$ cat config.mk
export PLATFORM = sky130hd
export DESIGN_NAME = layer_mac_sequencer
export DESIGN_NICKNAME = d
export VERILOG_FILES = /design/src/rtl/layer_mac_sequencer.sv
export SDC_FILE = /design/constraint.sdc
export NUM_CORES = 1
export LEC_CHECK = 0
export CAP_MARGIN = 20
export CORE_AREA = 2 2 172 174
export CTS_CLUSTER_DIAMETER = 120
export DETAILED_ROUTE_END_ITERATION = 8
export DIE_AREA = 0 0 174 176
export GPL_TIMING_DRIVEN = 0
export PLACE_DENSITY = 0.44
export SLEW_MARGIN = 20
export SYNTH_ARGS = -nofsm -noshare
export SYNTH_HDL_FRONTEND = slang
export SYNTH_SLANG_ARGS = --single-unit
$ cat constraint.sdc
create_clock -name clk -period 7 [get_ports clk]
set_input_delay 0.7 -clock clk [delete_from_list [all_inputs] [get_ports clk]]
set_output_delay 0.7 -clock clk [all_outputs]
set_load 0.02 [all_outputs]
$ cat src/rtl/layer_mac_sequencer.sv
// Time-multiplexed fully-connected layer: one shared 8x8 MAC walks N_OUT neurons of N_IN inputs,
// reading external synchronous memories and emitting one quantised ReLU byte per neuron.
module layer_mac_sequencer #(
  parameter int N_IN  = 15,
  parameter int N_OUT = 32,
  parameter int IA_W  = 4,
  parameter int WA_W  = 9,
  parameter int NA_W  = 5
) (
  input  logic            clk,
  input  logic            reset,
  input  logic            start,
  output logic            busy,
  output logic            done,
  output logic [IA_W-1:0] in_addr,
  input  logic [7:0]      in_data,
  output logic [WA_W-1:0] w_addr,
  input  logic [7:0]      w_data,
  output logic [NA_W-1:0] b_addr,
  input  logic [15:0]     b_data,
  output logic            out_valid,
  input  logic            out_ready,
  output logic [NA_W-1:0] out_idx,
  output logic [7:0]      out_data
);

  typedef enum logic [2:0] {IDLE, FETCH, MAC, ACT, DONE} state_t;

  state_t            state, state_nxt;
  logic [NA_W-1:0]   n;
  logic [IA_W-1:0]   j;
  logic [22:0]       acc;
  logic signed [15:0] prod;
  logic              last_j, last_n, addr_last;

  assign prod      = $signed(in_data) * $signed(w_data);
  assign last_j    = (j == IA_W'(N_IN - 1));
  assign last_n    = (n == NA_W'(N_OUT - 1));
  assign addr_last = (in_addr == IA_W'(N_IN - 1));

  always_ff @(posedge clk) begin
    if (reset) state <= IDLE;
    else       state <= state_nxt;
  end

  always_comb begin
    state_nxt = state;
    case (state)
      IDLE:    if (start) state_nxt = FETCH;
      FETCH:   state_nxt = MAC;
      MAC:     if (last_j) state_nxt = ACT;
      ACT:     if (out_ready) state_nxt = last_n ? DONE : FETCH;
      DONE:    state_nxt = IDLE;
      default: state_nxt = IDLE;
    endcase
  end

  // Addresses are registered, so each one is loaded on the edge entering the cycle that
  // presents it: FETCH shows address 0, MAC step j shows j+1, and the last address holds.
  always_ff @(posedge clk) begin
    if (reset) begin
      n       <= '0;
      j       <= '0;
      acc     <= '0;
      in_addr <= '0;
      w_addr  <= '0;
      b_addr  <= '0;
    end else begin
      case (state)
        IDLE: if (start) begin
          n       <= '0;
          in_addr <= '0;
          w_addr  <= '0;
          b_addr  <= '0;
        end
        FETCH: begin
          j <= '0;
          if (!addr_last) begin
            in_addr <= in_addr + 1'b1;
            w_addr  <= w_addr + 1'b1;
          end
        end
        MAC: begin
          if (j == '0) acc <= {{7{b_data[15]}}, b_data} + {{7{prod[15]}}, prod};
          else         acc <= acc + {{7{prod[15]}}, prod};
          j <= j + 1'b1;
          if (!addr_last) begin
            in_addr <= in_addr + 1'b1;
            w_addr  <= w_addr + 1'b1;
          end
        end
        // Next neuron's weight base is one past this neuron's held last address.
        ACT: if (out_ready && !last_n) begin
          n       <= n + 1'b1;
          b_addr  <= n + 1'b1;
          in_addr <= '0;
          w_addr  <= w_addr + 1'b1;
        end
        default: ;
      endcase
    end
  end

  // Exact halves round down; round-up from 127 wraps to 8'h80 to match the parallel nodes.
  always_comb begin
    out_data = acc[13:6];
    if (acc[22])                    out_data = '0;
    else if (|acc[21:13])           out_data = 8'd127;
    else if (acc[5] && |acc[4:0])   out_data = acc[13:6] + 8'd1;
  end

  assign busy      = (state != IDLE);
  assign done      = (state == DONE);
  assign out_valid = (state == ACT);
  assign out_idx   = n;

endmodule
; ---- Word-level counts from Yosys, hierarchy flattened
; Index checks and enable logic that the tools add are counted.
[totals]
reg_bits = 48
latch_bits = 0
mem_bits_rw = 0
romBits = 0
out_inout_bits = 34
wordCells = 62
mem_count = 0
[op_classes]
n_addsub = 7
multipliers = 1
n_div = 0
n_lt_le_gt_ge = 0
n_eq_ne = 12
n_shift = 0
muxes = 21
bitwise = 0
reduce_logical = 15
[op_table]
columns = op, count
row1 = $mux 9, 3
row2 = $pmux 9 s3, 1
row3 = $mux 8, 3
row4 = $add 23x23->23, 1
row5 = $mux 23, 1
row6 = $add 16x16->17, 1
row7 = $mul 8x8->16, 1
row8 = $mux 3, 4
row9 = $mux 4, 3
row10 = $pmux 3 s4, 1
row11 = $pmux 4 s3, 1
row12 = $mux 5, 2
row13 = $pmux 5 s2, 1
row14 = $add 9x1->9 const B, 1
row15 = $reduce_or 9->1, 1
row16 = $add 4x1->4 const B, 2
row17 = $add 8x1->8 const B, 1
row18 = $eq 4x4->1 const B, 2
row19 = $pmux 4 s2, 1
row20 = $eq 3x2->1 const B, 2
row21 = $ne 2x2->1 const B, 3
row22 = $reduce_and 3->1, 2
row23 = $reduce_bool 3->1, 2
row24 = $add 5x1->5 const B, 1
row25 = other kinds (12), 15

; ---- Depth between registers and ports, before layout
; Gate-level depths: netlist (run 1).
[depth]
ltp_word = 5
mapped_depth = 27
depth_no_buf = 27

; ---- Least setup slack after synthesis (run 1)
; No wires, ideal clock.
[synth_path]
path_type = in2reg
start = input w_data[4]
end = register acc[21]
setup_ps = 120
arrival_ps = 6360
t_required_ps = 6880
setup_slack_ps = 520
stages = 26
path_buffers = 0
cell_sequence = and2_1 > fa_1 > inv_1 > fa_1 > inv_1 > fa_1 > inv_1 > fa_1 > inv_1 > ha_1 > a21oi_1 > o21bai_1 > a21oi_1 > o21ai_1 > a21oi_2 > mux2i_1 > a2111o_1 > ha_1 > and3_2 > and2_2 > a221o_1 > a41oi_2 > o21ai_2 > a41oi_1 > or4b_1 > nand3_1
[synth_between]
elab_chain_len = 3
[synth_rtl]
columns = item, line_no
row1 = from (decl), 18  ; input logic [7:0] w_data,
row2 = $mul 8x8->16 (*), 36  ; assign prod = $signed(in_data) * $signed(w_data);
row3 = $add 23x23->23 or $add 16x16->17 (tied branches), "85, 84"
row4 = $mux 23 (*), 84  ; if (j == '0) acc <= {{7{b_data[15]}}, b_data} + {{7{prod[15]}}, prod};
row5 = to (signal assigned), 84
row6 = to (signal assigned), 85  ; else acc <= acc + {{7{prod[15]}}, prod};
row7 = to (decl), 32  ; logic [22:0] acc;
; Mark *: on every way between the ends. The rest lies on a longest branch, timed or not.
; A chain may end at the register's enable or synchronous reset.

; ---- Worst setup path after layout (run 1)
[layout_path]
start = input w_data[4]
end = register acc[22]
; The elaborated chain is that of the path after synthesis.

==> results of run 1 <==
[timing repair]
item | in CTS | in global routing
setup endpoints to repair | 8 | 8
buffers inserted | 1 | 3
cloned | 0 | 0
resized for setup | 19 | 12
pin swaps | 0 | 5
[state kept, by name, indices dropped and copies added, names as in the netlist]
name / flops
w_addr: 9
in_addr: 4
state: 3
out_idx: 5
acc: 23
j: 4
[metal layers]
layer / vias up / track usage / wire, um
li1: 2975 / - / -
met1: 2677 / 0.157 / 8820
met2: 76 / 0.205 / 8260
met3: 14 / 0.0183 / 651
met4: 4 / 0.0231 / 190
met5: - / 0 / 25
[cell families after synthesis]
family | synth area share
compound gates | 0.185
xor+xnor | 0.0778
fa+ha+maj | 0.308
buf+inv | 0.0787
flops | 0.141
mux | 0.00897
simple gates | 0.201
[through the flow]
step / std cells / area [sq um] / hold slack, ps / utilization
after global routing: 1290 / 8230 / 532 / 0.288
after CTS: 1287 / 8140 / 502 / 0.285
final: 1292 / 8240 / 503 / 0.289
after global placement: 1278 / 8000 / 491 / 0.280
after floorplan: 826 / 6830 / 450 / -
after detailed placement: 1278 / 8000 / 490 / 0.280
[cell type report]
| type | instances | area, sq um |
|---|---|---|
| Fill cell | 3178 | 20300 |
| Antenna cell | 2 | 5.00 |
| Timing Repair Buffer | 72 | 688 |
| Clock buffer | 5 | 125 |
| Buffer | 21 | 133 |
| Tap cell | 384 | 480 |
| Inverter | 108 | 405 |
| Sequential cell | 48 | 961 |
| Multi-Input combinational cell | 649 | 5420 |
| Clock inverter | 3 | 18.8 |
[worst register-to-register path, delay by kind of cell, from the launching register on]
family	cells	cell delay, ps
xor+xnor	1	140
simple gates	1	70
compound gates	6	1390
flops	1	330
fa+ha+maj	2	690
[worst min path at each step]
stage	to	slack [ps]	cells past startpoint
after floorplan	acc[2]$_SDFFE_PP0P_	450	2
after global placement	acc[2]$_SDFFE_PP0P_	490	2
after detailed placement	w_addr[5]$_SDFFE_PP0P_	490	2
after CTS	w_addr[5]$_SDFFE_PP0P_	500	2
after global routing	acc[2]$_SDFFE_PP0P_	530	2
final	w_addr[5]$_SDFFE_PP0P_	500	2
[cell usage in the layout, fill, tap and decap left out, types with 4 or more instances in the layout]
cell type	instances
o211ai_1	5
o21bai_1	5
xnor2_1	33
o21ai_0	25
clkbuf_16	5
fa_1	56
a21o_1	9
nor3_1	17
clkbuf_1	12
and2_1	47
o21ai_1	15
nor2_1	71
and3_1	6
nor2b_1	8
a211o_1	6
nor4_1	4
inv_1	108
a211oi_1	13
dlygate4sd2_1	14
buf_4	9
nand3_1	12
dfxtp_1	48
o21a_1	4
a21oi_1	42
nand4_1	8
nand2_1	60
a311oi_1	9
clkdlybuf4s50_1	52
or3_1	9
ha_1	75
nand2b_1	6
a31oi_1	6
mux2i_1	5
xor2_1	24
==> qor.log, run 1 <==
INFO  status         status=finished clean
INFO  synthesis      synth.top_cell.area_share=0.167
INFO  floorplan      num_rows=62
INFO  route          detail_route.first_pass.iterations=4
INFO  worst_setup_path crit_path_end=acc[22]$_SDFFE_PP0P_
INFO  worst_setup_path cpPeakStageDelay=550ps
INFO  synthesis      synth_flop_cell=dfxtp_1
INFO  timing         fin_setup_tns=0ps
INFO  synthesis      synth.yosys.seq_area_share=0.141
INFO  timing         final.min_clock_period=6740ps
INFO  route          finalWirelength=18.0mm
INFO  cts            clock_network_latency_to_the_later_pin_of_the_worst_skew_pair=290ps
INFO  timing         fmaxAchievable=148MHz
INFO  synthesis      synthesis.area_per_instance=8.27squm
INFO  synthesis      syn-cell-area=6830squm
INFO  worst_setup_path path_max_fanout=9
INFO  floorplan      die_area=30600squm
INFO  worst_setup_path r2r.worst_path.cells=10
INFO  min_path       holdCritPathClass=reg -> reg
INFO  route          drt-vias-per-instance=4.45
INFO  cts            clock_sinks=48
INFO  synthesis      postSynthCellCount=826
INFO  finish         syn_to_final_growth=20.6%
INFO  min_path       timing.hold.worst.start=w_addr[5]$_SDFFE_PP0P_
INFO  timing         slew_at_the_pin_closest_to_its_max_slew_limit=785ps
INFO  timing         timing.final.setup_violations=0
INFO  flow_run       max_cap_violations=0
INFO  synthesis      synth.yosys.warnings=0
INFO  route          routed-via-count=5746
INFO  worst_setup_path r2r-start=acc[0]$_SDFFE_PP0P_
INFO  finish         final_layout_size_suffix_gt1_frac=0.0618
INFO  global_route   overall_fraction_of_global_route_tracks_in_use=0.118
INFO  synthesis      synth.cells.most_frequent=108 x inv_1, 77 x ha_1, 71 x nor2_1, 60 x nand2_1, 57 x fa_1
INFO  synthesis      asyncSetResetFlopFracSynth=0
INFO  placement      io_buffers=68
INFO  worst_setup_path worst_path_buf_inv=6
INFO  synthesis      syn-num-nets=996
INFO  cts            cts_inserted_buffers=5
INFO  cts            cts_tree=yes
INFO  placement      weighted_congestion_reported_at_the_end_of_routability_driven_placement=0.810
INFO  worst_setup_path critPathKind=in -> reg
INFO  floorplan      dieHeight=176um
INFO  worst_setup_path cp_data_required_time=7180ps
INFO  route          postRouteAntennaNets=0
INFO  global_route   initial_antenna_violation_count=4
INFO  cts            htreeDepth=2
INFO  worst_setup_path critical_path.startpoint_type=input pin
INFO  global_route   vias_in_the_first_global_route=5850
INFO  worst_setup_path arrival_time_reported_for_the_critical_path_endpoint=6920ps
INFO  cts            cts_hold_repair.buffers=0
INFO  synthesis      count_of_flip_flops_with_a_built_in_enable_after_synthesis=0
INFO  timing         grt_setup_unrepaired=false
INFO  timing         timing.clock.skew=6.98ps
INFO  cts            ctsLongestPathBuffers=2
INFO  route          routed_wire_length_per_instance=13.9um
INFO  route          post-route-drc-count=0
INFO  timing         hold_viol=0
INFO  synthesis      synth.ff_latch_count=48
INFO  route          drt-initial-drc-count=187
INFO  finish         nets=1075
INFO  synthesis      synth_top_cell_by_area=fa_1
INFO  worst_setup_path rr_endpoint=acc[14]$_SDFFE_PP0P_
INFO  cts            clkSlewWorstSetupHoldPaths=70ps
INFO  worst_setup_path reg2reg_setup_slack=4290ps
INFO  cts            clock-root-buffer=clkbuf_16
INFO  floorplan      initial_utilization=0.239
INFO  global_route   grt_overflow=0
INFO  timing         maxSlewHeadroom=0.473
INFO  global_route   grt_max_degree=16
INFO  worst_setup_path cp-end-kind=register
INFO  worst_setup_path worstSetupPathDepth=27
INFO  synthesis      yosys.cell_count.top_type=inv_1
INFO  timing         count_of_final_max_slew_check_failures=0
INFO  worst_setup_path critical_path.slowest_cell=fa_1
INFO  timing         min_period_over_period=0.963
INFO  placement      dp.final_hpwl=15.1mm
INFO  timing         setup_slack=261ps
INFO  global_route   grt_first_pass_wirelength=29.8mm
INFO  placement      dp_worst_setup_slack=-759ps
INFO  synthesis      synth.lib_cells_used.distinct=78
INFO  worst_setup_path critPathTopFamily=adder cells
INFO  floorplan      die_width=174um
INFO  synthesis      synth_top_cells_by_area=fa_1 17%, ha_1 14%, dfxtp_1 14%, inv_1 5.9%, xnor2_1 4.4%
INFO  worst_setup_path crit_start=w_data[4]
INFO  floorplan      core-area=28500squm
INFO  floorplan      top_level_ports=70
Power of run 1 is not shown: default switching activity piles up to over one toggle a cycle in this logic, so the estimate is an artifact.
==> inputs of run 2 (changes only) <==
--- a/config.mk
+++ b/config.mk
@@ -10,8 +10,9 @@
 export CTS_CLUSTER_DIAMETER = 120
 export DETAILED_ROUTE_END_ITERATION = 8
 export DIE_AREA = 0 0 174 176
+export DONT_BUFFER_PORTS = 1
 export GPL_TIMING_DRIVEN = 0
-export PLACE_DENSITY = 0.44
+export PLACE_DENSITY = 0.41
 export SLEW_MARGIN = 20
 export SYNTH_ARGS = -nofsm -noshare
 export SYNTH_HDL_FRONTEND = slang
==> qor.log, run 2 (synthesized netlist as in run 1, its figures left out) <==
INFO  worst_setup_path path_max_fanout=8 [-1]
INFO  worst_setup_path arrival_time_reported_for_the_critical_path_endpoint=6840ps [-80 ps]
INFO  floorplan      initial_utilization=0.239 [unchanged]
INFO  min_path       holdCritPathClass=reg -> reg
INFO  placement      dp.final_hpwl=15.6mm [+3.3%]
INFO  route          detail_route.first_pass.iterations=4 [unchanged]
INFO  global_route   grt_max_degree=17 [+1]
INFO  floorplan      top_level_ports=70 [unchanged]
INFO  finish         fillCellCount=3204 [+0.82%]
INFO  worst_setup_path critPathTopFamily=adder cells
INFO  floorplan      die_area=30600squm [unchanged]
INFO  route          finalWirelength=18.3mm [+2.2%]
INFO  floorplan      core-area=28500squm [unchanged]
INFO  finish         mostFrequentLayoutCell=inv_1
INFO  worst_setup_path cp-end-kind=register
INFO  cts            clock_sinks=48 [unchanged]
INFO  cts            ctsLongestPathBuffers=2 [unchanged]
INFO  floorplan      num_rows=62 [unchanged]
INFO  finish         largest_register_ff_count=23 [unchanged]
INFO  finish         nets=1003 [-6.7%]
INFO  worst_setup_path cpPeakStageDelay=530ps [-20 ps]
INFO  worst_setup_path worst_path_buf_inv=4 [-2]
INFO  cts            cts_tree=yes
INFO  worst_setup_path reg2reg_setup_slack=4220ps [-70 ps]
INFO  finish         syn_to_final_growth=9.87%
INFO  timing         timing.final.setup_violations=0 [unchanged]
INFO  worst_setup_path critical_path.slowest_cell=fa_1
INFO  global_route   grt_overflow=0 [unchanged]
INFO  finish         registers.top_by_ff_count=acc
INFO  timing         count_of_final_max_slew_check_failures=0 [unchanged]
INFO  route          postRouteAntennaNets=0 [unchanged]
INFO  timing         grt_setup_unrepaired=false
INFO  cts            clock-root-buffer=clkbuf_16
INFO  worst_setup_path rr_endpoint=acc[14]$_SDFFE_PP0P_
INFO  cts            cts_hold_repair.buffers=0 [unchanged]
INFO  global_route   overall_fraction_of_global_route_tracks_in_use=0.122 [+0.00404]
INFO  timing         fmaxAchievable=150MHz [+1.2%]
INFO  cts            clock_network_latency_to_the_later_pin_of_the_worst_skew_pair=290ps [about the same]
INFO  route          routed_wire_length_per_instance=15.0um [+8.2%]
INFO  route          drt-initial-drc-count=203 [+8.6%]
INFO  global_route   grt_first_pass_wirelength=30.4mm [+2.0%]
INFO  worst_setup_path r2r.worst_path.cells=10 [unchanged]
INFO  finish         ff_latch_area=961squm [unchanged]
INFO  timing         setup_slack=342ps [+81.2 ps]
INFO  min_path       timing.hold.worst.start=acc[2]$_SDFFE_PP0P_
INFO  min_path       number_of_cells_on_the_worst_hold_path=2 [unchanged]
INFO  timing         min_period_over_period=0.951 [-0.0116]
INFO  timing         maxSlewHeadroom=0.422 [-0.0509]
INFO  placement      weighted_congestion_reported_at_the_end_of_routability_driven_placement=0.776 [-4.1%]
INFO  status         status=finished clean
INFO  route          routed-via-count=5598 [-2.6%]
INFO  timing         fin_setup_tns=0ps [unchanged]
INFO  global_route   initial_antenna_violation_count=2 [-2]
INFO  floorplan      die_width=174um [unchanged]
INFO  route          drt-vias-per-instance=4.59 [+3.2%]
INFO  global_route   vias_in_the_first_global_route=5611 [-4.1%]
INFO  worst_setup_path r2r-start=acc[0]$_SDFFE_PP0P_
INFO  worst_setup_path critical_path.startpoint_type=input pin
INFO  worst_setup_path critPathKind=in -> reg
INFO  finish         mostFrequentLayoutCells=108 x inv_1, 77 x ha_1, 71 x nor2_1
INFO  flow_run       max_cap_violations=0 [unchanged]
INFO  placement      io_buffers=0 [-100%]
INFO  min_path       hold_end=acc[2]$_SDFFE_PP0P_
INFO  cts            htreeDepth=2 [unchanged]
INFO  timing         final.min_clock_period=6660ps [-81.2 ps]
INFO  finish         multi_input_comb_area=5350squm [-1.3%]
INFO  placement      dp_worst_setup_slack=-82.3ps [+677 ps]
INFO  cts            clkSlewWorstSetupHoldPaths=70ps [about the same]
INFO  timing         hold_viol=0 [unchanged]
INFO  timing         timing.clock.skew=5.94ps [-1.03 ps]
INFO  route          post-route-drc-count=0 [unchanged]
INFO  timing         slew_at_the_pin_closest_to_its_max_slew_limit=865ps [+80.1 ps]
INFO  finish         final_layout_size_suffix_gt1_frac=0.0528 [-0.00905]
INFO  worst_setup_path cp_data_required_time=7180ps [about the same]
INFO  floorplan      dieHeight=176um [unchanged]
INFO  cts            cts_inserted_buffers=5 [unchanged]
[run 2: cell types whose count changed in the layout (fill, tap and decap cells not counted), moves of 2 or more]
cell / delta
buf_4: -4
clkdlybuf4s50_1: -52
clkinv_2: -2
dlygate4sd2_1: -14
ha_1: +2
ha_4: -2
[run 2: worst max-delay path by stage]
stage	start	end	slack, ps	cells after the start
floorplan	w_data[4]	acc[21]$_SDFFE_PP0P_	520	26
global placement	w_data[3]	acc[22]$_SDFFE_PP0P_	-170	24
detailed placement	w_data[3]	acc[22]$_SDFFE_PP0P_	-80	24
CTS	w_data[3]	acc[22]$_SDFFE_PP0P_	220	24
global route	w_data[4]	acc[21]$_SDFFE_PP0P_	0.2	26
finish	w_data[4]	acc[21]$_SDFFE_PP0P_	340	26
[run 2: through the flow]
stage                     utilization  area, sq um  hold slack (ps)  cells
after floorplan                     -         6830              450    826
after global placement          0.256         7310              488   1210
after detailed placement        0.256         7310              495   1210
after CTS                       0.262         7490              500   1218
after global routing            0.263         7500              500   1218
final                           0.263         7510              499   1220
[run 2: metal layers]
metal | global-route usage | share of wire | vias up
li1 | - | - | 2837
met4 | 0.0147 | 0.0049 | 0
met3 | 0.0282 | 0.055 | 7
met5 | 0 | 0 | -
met1 | 0.165 | 0.48 | 2663
met2 | 0.206 | 0.46 | 91
[run 2: what timing repair did]
item	4_1_cts	5_1_grt
resized for setup	0	2
buffers inserted	0	0
endpoints found under the setup margin	0	3
[run 2: cell type report]
class / instances / share of cell area
clock inverters: 3 / 0.00617
flip-flops and latches: 48 / 0.128
inverters: 108 / 0.0540
multi-input cells: 649 / 0.713
plain buffers: 21 / 0.0177
diodes: 2 / 0.000667
well taps: 384 / 0.0640
clock buffers: 5 / 0.0167
[run 2: tightest hold or removal path, stage by stage, from the launching register on]
cell     delay, ps
dfxtp_1        340
nand2_1         60
a21oi_1         50
Power of run 2 is left out for the same reason.
